--- src/rtl/csr_regfile.sv ---
// ---------------------------------------------------------------------------
// csr_regfile
//   Control/status register file for the LoongArch core. Consumes committed
//   CSR writes, exception commits and ertn commits from writeback. Provides:
//     - combinational CSR readback to EX
//     - exception entry / ertn return PCs to fetch
//     - the interrupt-pending flag to decode
//   Also contains the constant timer (TCFG/TVAL/TICLR).
//
// Ports
//   clk, reset              single clock, synchronous active-high reset
//   csr_re, csr_rnum        read enable / address
//   csr_rvalue              combinational read data (0 when csr_re is low)
//   csr_we, csr_num,
//   csr_wvalue              committed write (already mask-merged upstream)
//   excp_flush, ertn_flush  exception / ertn commit this cycle
//   wb_ecode, wb_esubcode,
//   wb_pc                   exception information of the committing instr
//   hw_int_in, ipi_int_in   level-sensitive interrupt lines
//   ex_entry, ertn_pc       EENTRY / ERA to fetch
//   has_int                 enabled interrupt pending
// ---------------------------------------------------------------------------
module csr_regfile #(
    parameter logic [31:0] TID_RESET = 32'h0
) (
    input  logic        clk,
    input  logic        reset,
    input  logic        csr_re,
    input  logic [13:0] csr_rnum,
    output logic [31:0] csr_rvalue,
    input  logic        csr_we,
    input  logic [13:0] csr_num,
    input  logic [31:0] csr_wvalue,
    input  logic        excp_flush,
    input  logic        ertn_flush,
    input  logic [5:0]  wb_ecode,
    input  logic [8:0]  wb_esubcode,
    input  logic [31:0] wb_pc,
    input  logic [7:0]  hw_int_in,
    input  logic        ipi_int_in,
    output logic [31:0] ex_entry,
    output logic [31:0] ertn_pc,
    output logic        has_int
);

    localparam logic [13:0] CSR_CRMD   = 14'h0000;
    localparam logic [13:0] CSR_PRMD   = 14'h0001;
    localparam logic [13:0] CSR_ECFG   = 14'h0004;
    localparam logic [13:0] CSR_ESTAT  = 14'h0005;
    localparam logic [13:0] CSR_ERA    = 14'h0006;
    localparam logic [13:0] CSR_BADV   = 14'h0007;
    localparam logic [13:0] CSR_EENTRY = 14'h000C;
    localparam logic [13:0] CSR_SAVE0  = 14'h0030;
    localparam logic [13:0] CSR_SAVE1  = 14'h0031;
    localparam logic [13:0] CSR_SAVE2  = 14'h0032;
    localparam logic [13:0] CSR_SAVE3  = 14'h0033;
    localparam logic [13:0] CSR_TID    = 14'h0040;
    localparam logic [13:0] CSR_TCFG   = 14'h0041;
    localparam logic [13:0] CSR_TVAL   = 14'h0042;
    localparam logic [13:0] CSR_TICLR  = 14'h0044;

    localparam logic [31:0] TVAL_IDLE  = 32'hFFFF_FFFF;

    // Architectural state
    logic [1:0]  crmd_plv;
    logic        crmd_ie;
    logic        crmd_da;
    logic [1:0]  prmd_pplv;
    logic        prmd_pie;
    logic [1:0]  ecfg_lie_hi;     // LIE[12:11]
    logic [9:0]  ecfg_lie_lo;     // LIE[9:0]
    logic [1:0]  estat_is_sw;     // IS[1:0]
    logic [7:0]  estat_is_hw;     // IS[9:2]
    logic        estat_is_timer;  // IS[11]
    logic        estat_is_ipi;    // IS[12]
    logic [5:0]  estat_ecode;
    logic [8:0]  estat_esubcode;
    logic [31:0] era;
    logic [31:0] badv;
    logic [25:0] eentry_va;       // EENTRY[31:6]
    logic [31:0] save0, save1, save2, save3;
    logic [31:0] tid;
    logic        tcfg_en;
    logic        tcfg_periodic;
    logic [29:0] tcfg_initval;
    logic [31:0] tval;

    logic [12:0] estat_is;
    logic [12:0] ecfg_lie;
    logic        wr_tcfg;
    logic        ticlr_clear;
    logic        timer_expire;

    assign estat_is     = {estat_is_ipi, estat_is_timer, 1'b0, estat_is_hw, estat_is_sw};
    assign ecfg_lie     = {ecfg_lie_hi, 1'b0, ecfg_lie_lo};
    assign wr_tcfg      = csr_we && (csr_num == CSR_TCFG);
    assign ticlr_clear  = csr_we && (csr_num == CSR_TICLR) && csr_wvalue[0];
    assign timer_expire = tcfg_en && (tval == 32'h0);

    // -----------------------------------------------------------------------
    // Mode, exception and scratch registers
    // -----------------------------------------------------------------------
    always_ff @(posedge clk) begin
        // NOTE: reset is synchronous, so it is just the highest-priority branch
        // of the clocked block; it is not in the sensitivity list.
        if (reset) begin
            crmd_plv       <= 2'b00;
            crmd_ie        <= 1'b0;
            crmd_da        <= 1'b1;
            prmd_pplv      <= 2'b00;
            prmd_pie       <= 1'b0;
            ecfg_lie_hi    <= 2'b00;
            ecfg_lie_lo    <= 10'h0;
            estat_is_sw    <= 2'b00;
            estat_is_hw    <= 8'h0;
            estat_is_ipi   <= 1'b0;
            estat_ecode    <= 6'h0;
            estat_esubcode <= 9'h0;
            era            <= 32'h0;
            badv           <= 32'h0;
            eentry_va      <= 26'h0;
            save0          <= 32'h0;
            save1          <= 32'h0;
            save2          <= 32'h0;
            save3          <= 32'h0;
            tid            <= TID_RESET;
        end else begin
            // Interrupt lines are level-sensitive and re-sampled every cycle.
            estat_is_hw  <= hw_int_in;
            estat_is_ipi <= ipi_int_in;

            if (csr_we) begin
                unique case (csr_num)
                    CSR_CRMD: begin
                        crmd_plv <= csr_wvalue[1:0];
                        crmd_ie  <= csr_wvalue[2];
                        crmd_da  <= csr_wvalue[3];
                    end
                    CSR_PRMD: begin
                        prmd_pplv <= csr_wvalue[1:0];
                        prmd_pie  <= csr_wvalue[2];
                    end
                    CSR_ECFG: begin
                        ecfg_lie_hi <= csr_wvalue[12:11];
                        ecfg_lie_lo <= csr_wvalue[9:0];
                    end
                    CSR_ESTAT:  estat_is_sw <= csr_wvalue[1:0];
                    CSR_ERA:    era         <= csr_wvalue;
                    CSR_BADV:   badv        <= csr_wvalue;
                    CSR_EENTRY: eentry_va   <= csr_wvalue[31:6];
                    CSR_SAVE0:  save0       <= csr_wvalue;
                    CSR_SAVE1:  save1       <= csr_wvalue;
                    CSR_SAVE2:  save2       <= csr_wvalue;
                    CSR_SAVE3:  save3       <= csr_wvalue;
                    CSR_TID:    tid         <= csr_wvalue;
                    default: ;
                endcase
            end

            // NOTE: these non-blocking assignments come after the software
            // write above; the last NBA to a field wins, so flush updates
            // override a same-cycle write to the same field while untouched
            // fields (e.g. BADV) still take the write.
            if (excp_flush) begin
                prmd_pplv      <= crmd_plv;
                prmd_pie       <= crmd_ie;
                crmd_plv       <= 2'b00;
                crmd_ie        <= 1'b0;
                estat_ecode    <= wb_ecode;
                estat_esubcode <= wb_esubcode;
                era            <= wb_pc;
            end else if (ertn_flush) begin
                crmd_plv <= prmd_pplv;
                crmd_ie  <= prmd_pie;
            end
        end
    end

    // -----------------------------------------------------------------------
    // Constant timer
    // -----------------------------------------------------------------------
    always_ff @(posedge clk) begin
        if (reset) begin
            tcfg_en        <= 1'b0;
            tcfg_periodic  <= 1'b0;
            tcfg_initval   <= 30'h0;
            tval           <= TVAL_IDLE;
            estat_is_timer <= 1'b0;
        end else begin
            if (wr_tcfg) begin
                tcfg_en       <= csr_wvalue[0];
                tcfg_periodic <= csr_wvalue[1];
                tcfg_initval  <= csr_wvalue[31:2];
            end

            // A TCFG write takes priority over counting/reload in the same cycle.
            if (wr_tcfg) begin
                tval <= {csr_wvalue[31:2], 2'b00};
            end else if (tcfg_en && (tval != TVAL_IDLE)) begin
                if (tval == 32'h0) begin
                    tval <= tcfg_periodic ? {tcfg_initval, 2'b00} : TVAL_IDLE;
                end else begin
                    tval <= tval - 32'h1;
                end
            end

            // Expiry beats a coincident TICLR clear so no tick is lost.
            if (timer_expire) begin
                estat_is_timer <= 1'b1;
            end else if (ticlr_clear) begin
                estat_is_timer <= 1'b0;
            end
        end
    end

    // -----------------------------------------------------------------------
    // Readback and outputs
    // -----------------------------------------------------------------------
    always_comb begin
        // NOTE: default first so every path assigns csr_rvalue and no latch
        // is inferred for unmapped addresses.
        csr_rvalue = 32'h0;
        if (csr_re) begin
            unique case (csr_rnum)
                CSR_CRMD:   csr_rvalue = {28'h0, crmd_da, crmd_ie, crmd_plv};
                CSR_PRMD:   csr_rvalue = {29'h0, prmd_pie, prmd_pplv};
                CSR_ECFG:   csr_rvalue = {19'h0, ecfg_lie};
                CSR_ESTAT:  csr_rvalue = {1'b0, estat_esubcode, estat_ecode, 3'b000, estat_is};
                CSR_ERA:    csr_rvalue = era;
                CSR_BADV:   csr_rvalue = badv;
                CSR_EENTRY: csr_rvalue = {eentry_va, 6'h0};
                CSR_SAVE0:  csr_rvalue = save0;
                CSR_SAVE1:  csr_rvalue = save1;
                CSR_SAVE2:  csr_rvalue = save2;
                CSR_SAVE3:  csr_rvalue = save3;
                CSR_TID:    csr_rvalue = tid;
                CSR_TCFG:   csr_rvalue = {tcfg_initval, tcfg_periodic, tcfg_en};
                CSR_TVAL:   csr_rvalue = tval;
                default:    csr_rvalue = 32'h0;
            endcase
        end
    end

    assign ex_entry = {eentry_va, 6'h0};
    assign ertn_pc  = era;
    assign has_int  = crmd_ie & (|(estat_is & ecfg_lie));

endmodule

--- config.mk ---
export PLATFORM = sky130hd
export DESIGN_NAME = csr_regfile
export DESIGN_NICKNAME = d
export VERILOG_FILES = /design/src/rtl/csr_regfile.sv
export SDC_FILE = /design/constraint.sdc
export NUM_CORES = 1
export LEC_CHECK = 0
export BUFFER_PORTS_ARGS = -buffer_cell sky130_fd_sc_hd__buf_2
export CORE_MARGIN = 8
export CORE_UTILIZATION = 47
export CTS_BUF_LIST = sky130_fd_sc_hd__clkbuf_8
export DETAILED_ROUTE_END_ITERATION = 6
export PLACE_DENSITY = 0.7
export SETUP_SLACK_MARGIN = 0.02
export SYNTH_ARGS = -nofsm -noshare
export SYNTH_HDL_FRONTEND = slang
export SYNTH_SLANG_ARGS = --single-unit
--- constraint.sdc ---
create_clock -name clk -period 2.4 [get_ports clk]
set_clock_uncertainty 0.15 [all_clocks]
set_input_delay 0.12 -clock clk [delete_from_list [all_inputs] [get_ports clk]]
set_output_delay 0.12 -clock clk [all_outputs]
set_load 0.03 [all_outputs]
# After elaboration in Yosys (flattened, before gate mapping)
# Index checks and enable logic that the tools add are counted.
[totals]
regBits = 360
latchBits = 0
mem_bits_rw = 0
romBits = 0
out_inout_bits = 97
elab_cells = 108
memories = 0
[op_classes]
addsub = 1
n_mul = 0
div_mod_pow = 0
magnitude_cmp = 0
eq_ne = 27
n_shift = 0
n_mux = 23
bitwise = 2
reduce_logical = 30
[op_table]
columns = ["cell", "n"]
rows = [
  ["32-bit one-hot mux with 14 select lines", 1],
  ["32-bit two-way mux", 8],
  ["14-bit by 3-bit == test with 1-bit output, second input constant", 8],
  ["14-bit by 6-bit == test with 1-bit output, second input constant", 8],
  ["14-bit by 7-bit == test with 1-bit output, second input constant", 6],
  ["32-bit logical NOT", 1],
  ["32-bit inequality test, second input constant", 1],
  ["32-bit by 1-bit subtractor with 32-bit output, second input constant", 1],
  ["14-bit by 1-bit == test with 1-bit output, second input constant", 2],
  ["14-bit by 4-bit == test with 1-bit output, second input constant", 2],
  ["14-bit logical NOT", 2],
  ["2-bit AND reduction", 13],
  ["2-bit nonzero test", 7],
  ["13-bit bitwise AND", 1],
  ["13-bit OR reduction", 1],
  ["2-bit two-way mux", 6],
  ["1-bit two-way mux", 8],
  ["1-bit logical AND", 5],
  ["2-bit OR reduction", 1],
  ["1-bit bitwise AND", 1],
]

# Depth between registers and ports, before layout
# Gate-level depths: netlist of run 1.
[depth]
word_depth = 5
mapped_depth = 9
depth_no_buf = 8

# Worst setup path after synthesis of run 1
# Ideal clock, no wire load.
[synth_timing]
path_kind = "input -> output"
from = "in csr_rnum[1]"
to = "out csr_rvalue[5]"
t_arrival_ns = 2.235
t_required_ns = 2.130
setup_slack_ns = -0.105
path_stages = 8
n_path_buf = 4
cell_sequence = "clkbuf_1 clkbuf_1 buf_1 clkbuf_1 nand2_1 o22ai_1 nand2_1 a31oi_1"
[synth_between]
elab_chain_len = 3
elab_cells_between_ends = 16
[synth_lines]
columns = ["element", "line", "rtl"]
rows = [
  ["start: declaration", "29", "input logic [13:0] csr_rnum,"],
  ["14-bit by 7-bit == test with 1-bit output (tied with other cells)", "224", "unique case (csr_rnum)"],
  ["32-bit one-hot mux with 14 select lines *", "224", ""],
  ["32-bit two-way mux *", "223", "if (csr_re) begin"],
  ["end: declaration", "30", "output logic [31:0] csr_rvalue,"],
]
# Mark *: on every way between the ends. The rest lies on a longest branch, timed or not.

# Worst setup path in the final report of run 1
[layout_timing]
from = "reg era[6], in the netlist ertn_pc[6]"
to = "out csr_rvalue[6]"
[layout_between]
elab_chain_len = 2
[layout_lines]
columns = ["element", "line", "rtl"]
rows = [
  ["start: declaration", "78", "logic [31:0] era;"],
  ["start signal: assignment", "148", "CSR_ERA: era <= csr_wvalue;"],
  ["start signal: assignment", "171", "era <= wb_pc;"],
  ["32-bit one-hot mux with 14 select lines", "224", ""],
  ["32-bit two-way mux", "223", ""],
]
# Every way passes these cells.

==> results.toml, run 1 <==
[timing]
hold_ws_ns = 0.0420
rsz0062_at_grt = "true"
fmax_ghz = 0.386
setup_violations = 9
worst-slew-pin-transition_ns = 0.691
hold_violations = 0
period_minus_slack_ns = 2.59
relSlewSlack_pct = 54.0
post-route-period-util_pct = 108
finalWorstSetupSlack_ns = -0.191
slew_violations = 0

[synth]
yosys.area_share.simple_pct = 21.1
synth-compound-area-share_pct = 18.7
synth.avg_cell_area_um2 = 8.05
synth_fa_ha_area_share_pct = 0.210
postSynthCellCount = 2217
ys_ff_latch = 360
yosysWarningCount = 0
ys_types = 78
synthXorXnorAreaFrac_pct = 0.638
synthArstFlopShare_pct = 0
synthesis.area_um2 = 17900
muxShareOfSynthArea_pct = 13.0
synth_enable_flop_cells = 0
ys_seq_area_share_pct = 40.4
ys.flop_type = "dfxtp_1"
synth_top_family_by_area = "simple AND/OR/NAND/NOR gates"

[route]
dr_wl_met2_um = 35900
first_pass_iters = 7
routed_wl_um = 82700
wire_per_inst_um = 25.8
ant_nets = 0
drc_errors = 18
vias = 20200
drtIter0Drc = 3294
met1_length_um = 30300
top_layer = "met4"
viasPerCell = 6.32
routed-wl-met3_um = 11000

[run_status]
outcome = "complete, but fails checks"
violations = "design-rule violations, negative setup slack"

[cells_and_area]
layout_commonest_cell = "nand2_1"
nFillCells = 2974
register_area_um2 = 7250
fin_nets = 2774
syn_to_final_growth_pct = 38.4
final_area_um2 = 24700
postLayoutCoreUtil_pct = 65.8
drive_gt1_share_pct = 29.6
layout_common_cells = "nand2_1 (408), dfxtp_1 (333), a21oi_1 (238), buf_4 (208), nor2_1 (189)"
multi_input_area_um2 = 10500

[setup_path]
rrSetupSlack_ns = -0.01
crit_chain = "mux4_2 > a222oi_1 > a21oi_1 > buf_4"
required_ns = 2.13
crit_buf_inv = 1
crit_family = "compound AO/OA/AOI/OAI gates"
crit_fanout = 3
end_kind = "output port"
cp_slowest_cell = "mux4_2"
cp.arrival_ns = 2.32
criticalPathCategory = "flop to output port"
r2r-start = "tval[2]"
crit_path_start = "ertn_pc[6]"
start_kind = "flop"
cpPeakStageDelay_ns = 0.48

[power_and_ir_drop]
peakVddDrop_mv = 0.466
pwr_density_cell_nw_per_um2 = 535
p_leak_nw = 9.82

[grt]
grt_usage_pct = 34.4
antenna_found_initial = 1
grt_pass1_vias = 19700
grt_max_degree = 139
grt_first_pass_wirelength_um = 119000
grt-ovfl-total = 0

[place]
gp_congestion = 1.02
place_area_um2 = 20600
port_buffers = 212
place_hpwl_um = 53300

[die]
io_pins = 219
initial_core_util_pct = 47.5
core_um2 = 37600
die_area_um2 = 44500
die_width_um = 211
dieHeight_um = 211
std_cell_rows = 71

[clock_tree]
clockBufferDepth = 3
cts_root_buffer = "clkbuf_8"
htreeDepth = 2
numCtsBuffers = 61
cts_tree = "done"
clock-sinks = 360
path_clk_slew_ns = 0.06
clock_latency_ns = 0.69

[worst_hold_path]
hold_class = "input port to flop"
min_from = "csr_num[7]"

[flow_run]
cap_violations = 0
## path summary, 6_finish.rpt
kind | to | depth (start not counted)
worst max register to register | tval[9] | 8
worst min register to register | tid[27] | 2
worst min-delay path | save1[25] | 6
worst max-delay path | csr_rvalue[6] | 4
## logic make-up (layout without fill, tap and decap cells)
group	count (synthesis)	in the layout
AND/OR/NAND/NOR	853	853
AO/OA/AOI/OAI	534	534
flip-flops	360	360
other	1	7
adder cells (fa/ha/maj)	3	3
buffers and inverters	238	708
XOR/XNOR	13	13
multiplexers	215	215
## worst min-delay path: cells and delay by family
| family | cells | cell delay [ns] |
|---|---|---|
| buffers and inverters | 3 | 0.47 |
| AND/OR/NAND/NOR | 2 | 0.17 |
| AO/OA/AOI/OAI | 1 | 0.05 |
## cell usage after synthesis (5+ instances only)
cell / count / share of area (%)
nor4_1: 19 / 0.67
a211oi_1: 9 / 0.38
buf_2: 25 / 0.70
o22ai_1: 22 / 0.77
a211o_1: 6 / 0.29
clkbuf_1: 171 / 3.6
nand2b_1: 8 / 0.28
buf_4: 9 / 0.38
xor2_1: 6 / 0.29
mux4_2: 8 / 1.0
inv_1: 9 / 0.19
dfxtp_1: 360 / 40
a32oi_1: 16 / 0.79
mux2i_1: 154 / 8.6
a21oi_1: 263 / 7.4
nor2_1: 202 / 4.2
nand4_1: 24 / 0.84
a31oi_1: 17 / 0.60
nand3_1: 76 / 2.1
clkbuf_8: 8 / 0.62
or3_1: 14 / 0.49
nor3_1: 29 / 0.81
a221oi_1: 27 / 1.3
buf_1: 11 / 0.23
mux2_1: 6 / 0.38
nand2_1: 418 / 8.8
o221ai_1: 9 / 0.44
o21ai_1: 8 / 0.22
a22o_1: 10 / 0.49
a222oi_1: 12 / 0.67
o22a_1: 6 / 0.29
o21ai_0: 41 / 1.1
and3_1: 5 / 0.18
and2_1: 5 / 0.18
mux2_2: 47 / 3.0
nor2b_1: 14 / 0.49
o31ai_1: 7 / 0.29
xnor2_1: 7 / 0.34
a22oi_1: 55 / 2.3
or4_1: 8 / 0.34
## layer usage
layer	vias up	GRT usage, %
li1	8742	-
met1	9548	43.0
met2	1587	52.3
met3	372	10.2
met4	0	20.0
met5	-	0
## repair_timing
item                                   CTS  global route
cloned                                   2             8
hold buffers                           144             0
pin swaps                               35            53
setup endpoints to repair               33           102
endpoints found under the hold margin  358             0
setup buffers                           12            20
resized for setup                      141           177
## through the flow
step           power, W  worst slack [ns]  setup TNS (ns)  instances
6_report         0.0132            -0.191          -0.606       3204
5_1_grt          0.0135            -0.227           -2.93       3204
4_1_cts          0.0132            -0.190          -0.469       3198
3_5_place_dp    0.00710            -0.176           -1.97       2937
3_3_place_gp    0.00709            -0.159           -1.72       2937
2_1_floorplan   0.00669           -0.0636          -0.875       2222
## flip-flops by register name (all words and copies together), names as in the netlist, 2 cells and up
name,count
estat_is_sw,2
tid,32
eentry_va,26
ertn_pc,32
tval,32
ecfg_lie_lo,10
estat_is_hw,8
estat_esubcode,9
save0,32
save2,32
prmd_pplv,2
save3,32
badv,32
save1,32
estat_ecode,6
tcfg_initval,30
crmd_plv,2
ecfg_lie_hi,2
## final cells by class
cell class / count / share of cell area, %
Clock buffer: 80 / 4.46
Timing Repair Buffer: 593 / 20.1
Sequential cell: 360 / 29.3
Tap cell: 511 / 2.59
Clock inverter: 26 / 0.876
Multi-Input combinational cell: 1624 / 42.5
Inverter: 9 / 0.137
Antenna cell: 1 / 0.0101
## power by group
part	internal, W	switching [W]	leakage (nW)	total [W]
clock	0.00339	0.00261	0.738	0.00599
sequential	0.00603	0.0000574	2.91	0.00609
combinational	0.000455	0.000692	6.17	0.00115
total	0.00987	0.00335	9.82	0.0132
(Power assumes the default switching activity.)
==> run 2: changes to the inputs <==
--- a/config.mk
+++ b/config.mk
@@ -11,7 +11,6 @@
 export CTS_BUF_LIST = sky130_fd_sc_hd__clkbuf_8
 export DETAILED_ROUTE_END_ITERATION = 6
 export PLACE_DENSITY = 0.7
-export SETUP_SLACK_MARGIN = 0.02
 export SYNTH_ARGS = -nofsm -noshare
 export SYNTH_HDL_FRONTEND = slang
 export SYNTH_SLANG_ARGS = --single-unit
==> run 2 against run 1 <==
Net effect:
- the run still ends with design-rule violations, negative setup slack left
- highest routed layer is now met5
- critical path type unchanged
- count of clock-buffer cells in the layout did not move
- sequential power hardly changed
- largest cell class unchanged
- clock power decreased by 6.0%
- flip-flop and latch count stayed put
==> results.toml, run 2 (synthesized netlist as in run 1, its figures left out) <==
[setup_path]
cp_slowest_cell = "a222oi_1"
cp.depth = 6
cp.arrival_ns = 2.38
cpPeakStageDelay_ns = 0.54
reg2regPathDepth = 10
crit_fanout = 2
crit_chain = "mux2_4 > a22oi_2 > o22ai_1 > a222oi_1 > a21oi_2 > buf_6"
crit_buf_inv = 1
r2r-start = "tval[0]"
rrSetupSlack_ns = -0.01
endpoint = "csr_rvalue[25]"
criticalPathCategory = "flop to output port"
crit_path_start = "save1[25]"
end_kind = "output port"
crit_family = "compound AO/OA/AOI/OAI gates"
start_kind = "flop"
required_ns = 2.13
r2r_end = "tval[9]"

[timing]
hold_ws_ns = 0.0594
fmax_ghz = 0.378
rsz0062_at_grt = "true"
worst-slew-pin-transition_ns = 0.673
setup_violations = 10
finalWorstSetupSlack_ns = -0.248
slew_violations = 0
hold_violations = 0
period_minus_slack_ns = 2.65
relSlewSlack_pct = 55.1
post-route-period-util_pct = 110

[route]
routed_wl_um = 86400
drtIter0Drc = 3236
ant_nets = 0
first_pass_iters = 7
vias = 20700
drc_errors = 28
wire_per_inst_um = 26.8
viasPerCell = 6.43

[die]
core_um2 = 37600
die_width_um = 211
die_area_um2 = 44500
std_cell_rows = 71
initial_core_util_pct = 47.5
io_pins = 219
dieHeight_um = 211

[worst_hold_path]
hold_class = "input port to flop"

[grt]
antenna_found_initial = 4
grt_first_pass_wirelength_um = 122000
grt_max_degree = 117
grt-ovfl-total = 0
grt_pass1_vias = 19900
grt_usage_pct = 35.7

[cells_and_area]
layout_common_cells = "nand2_1 (409), dfxtp_1 (336), a21oi_1 (245), buf_4 (210), nor2_1 (190)"
drive_gt1_share_pct = 28.7
postLayoutCoreUtil_pct = 66.0
syn_to_final_growth_pct = 38.8
layout_commonest_cell = "nand2_1"
fin_nets = 2788

[clock_tree]
cts_tree = "done"
clock-sinks = 360
htreeDepth = 2
clockBufferDepth = 3
clock_latency_ns = 0.67
path_clk_slew_ns = 0.06
cts_root_buffer = "clkbuf_8"
numCtsBuffers = 60

[power_and_ir_drop]
p_leak_nw = 9.90
pwr_density_cell_nw_per_um2 = 521
peakVddDrop_mv = 0.544

[flow_run]
cap_violations = 0

[place]
place_hpwl_um = 54000
port_buffers = 212
gp_congestion = 1.03

[run_status]
violations = "design-rule violations, negative setup slack"
outcome = "complete, but fails checks"
[run 2: where the power goes]
| group | switching (W) | total, W | leakage (nW) | internal, W |
|---|---|---|---|---|
| Combinational | 0.000714 | 0.00120 | 6.27 | 0.000486 |
| Sequential | 0.0000589 | 0.00609 | 2.91 | 0.00603 |
| Clock | 0.00266 | 0.00563 | 0.717 | 0.00297 |
[run 2: layout make-up]
cell class | instances | area (µm²)
multi-input combinational | 1624 | 10400
inverter | 9 | 36.3
clock inverter | 31 | 140
fill | 3029 | 12800
clock buffer | 80 | 1100
timing repair buffer | 608 | 5200
antenna | 2 | 5.00
tap | 511 | 639
sequential | 360 | 7240
[run 2: what timing repair did]
item                                   4_1_cts  5_1_grt
gates resized for setup                     92      200
hold buffers                               151        1
endpoints found under the hold margin      357        5
gates cloned                                 1        7
buffers inserted                             9       26
setup endpoints to repair                   42      293
pin swaps                                   32       42
[run 2: worst reg2reg max path: stages (launching register included)]
cell and delay, ns:
dfxtp_4 0.36, buf_6 0.11, buf_12 0.11, ha_4 0.12, nand4_1 0.09, or4_4 0.54, o21a_4 0.24, nor2_4 0.16
buf_12 0.14, clkbuf_16 0.16, a32oi_1 0.07
[run 2: worst min path at each step]
| stage | from | endpoint | depth (start not counted) |
|---|---|---|---|
| global placement | hw_int_in[2] | estat_is_hw[2] | 2 |
| finish | csr_num[1] | crmd_da | 6 |
| detailed placement | hw_int_in[0] | estat_is_hw[0] | 2 |
| CTS | csr_num[1] | save3[3] | 5 |
| floorplan | hw_int_in[0] | estat_is_hw[0] | 1 |
| global route | csr_num[1] | badv[6] | 5 |
[run 2: layer usage]
layer | vias up | wire (µm) | GRT usage (%)
met1 | 9805 | 30700 | 44.5
met5 | - | 9 | 0
met4 | 2 | 6000 | 21.2
met2 | 1717 | 37600 | 55.0
met3 | 444 | 12100 | 9.60
li1 | 8768 | - | -
[run 2: metrics by stage]
stage                     cell area, µm²  instances  setup slack, ns  total power [W]  setup TNS, ns
final                              24800       3225           -0.248           0.0129         -0.624
after detailed placement           20600       2930           -0.187          0.00712          -3.60
after floorplan                    17900       2222          -0.0636          0.00669         -0.850
after global routing               24800       3225           -0.295           0.0132          -1.55
after CTS                          23800       3201           -0.111           0.0128         -0.744
after global placement             20600       2930           -0.159          0.00711          -1.77
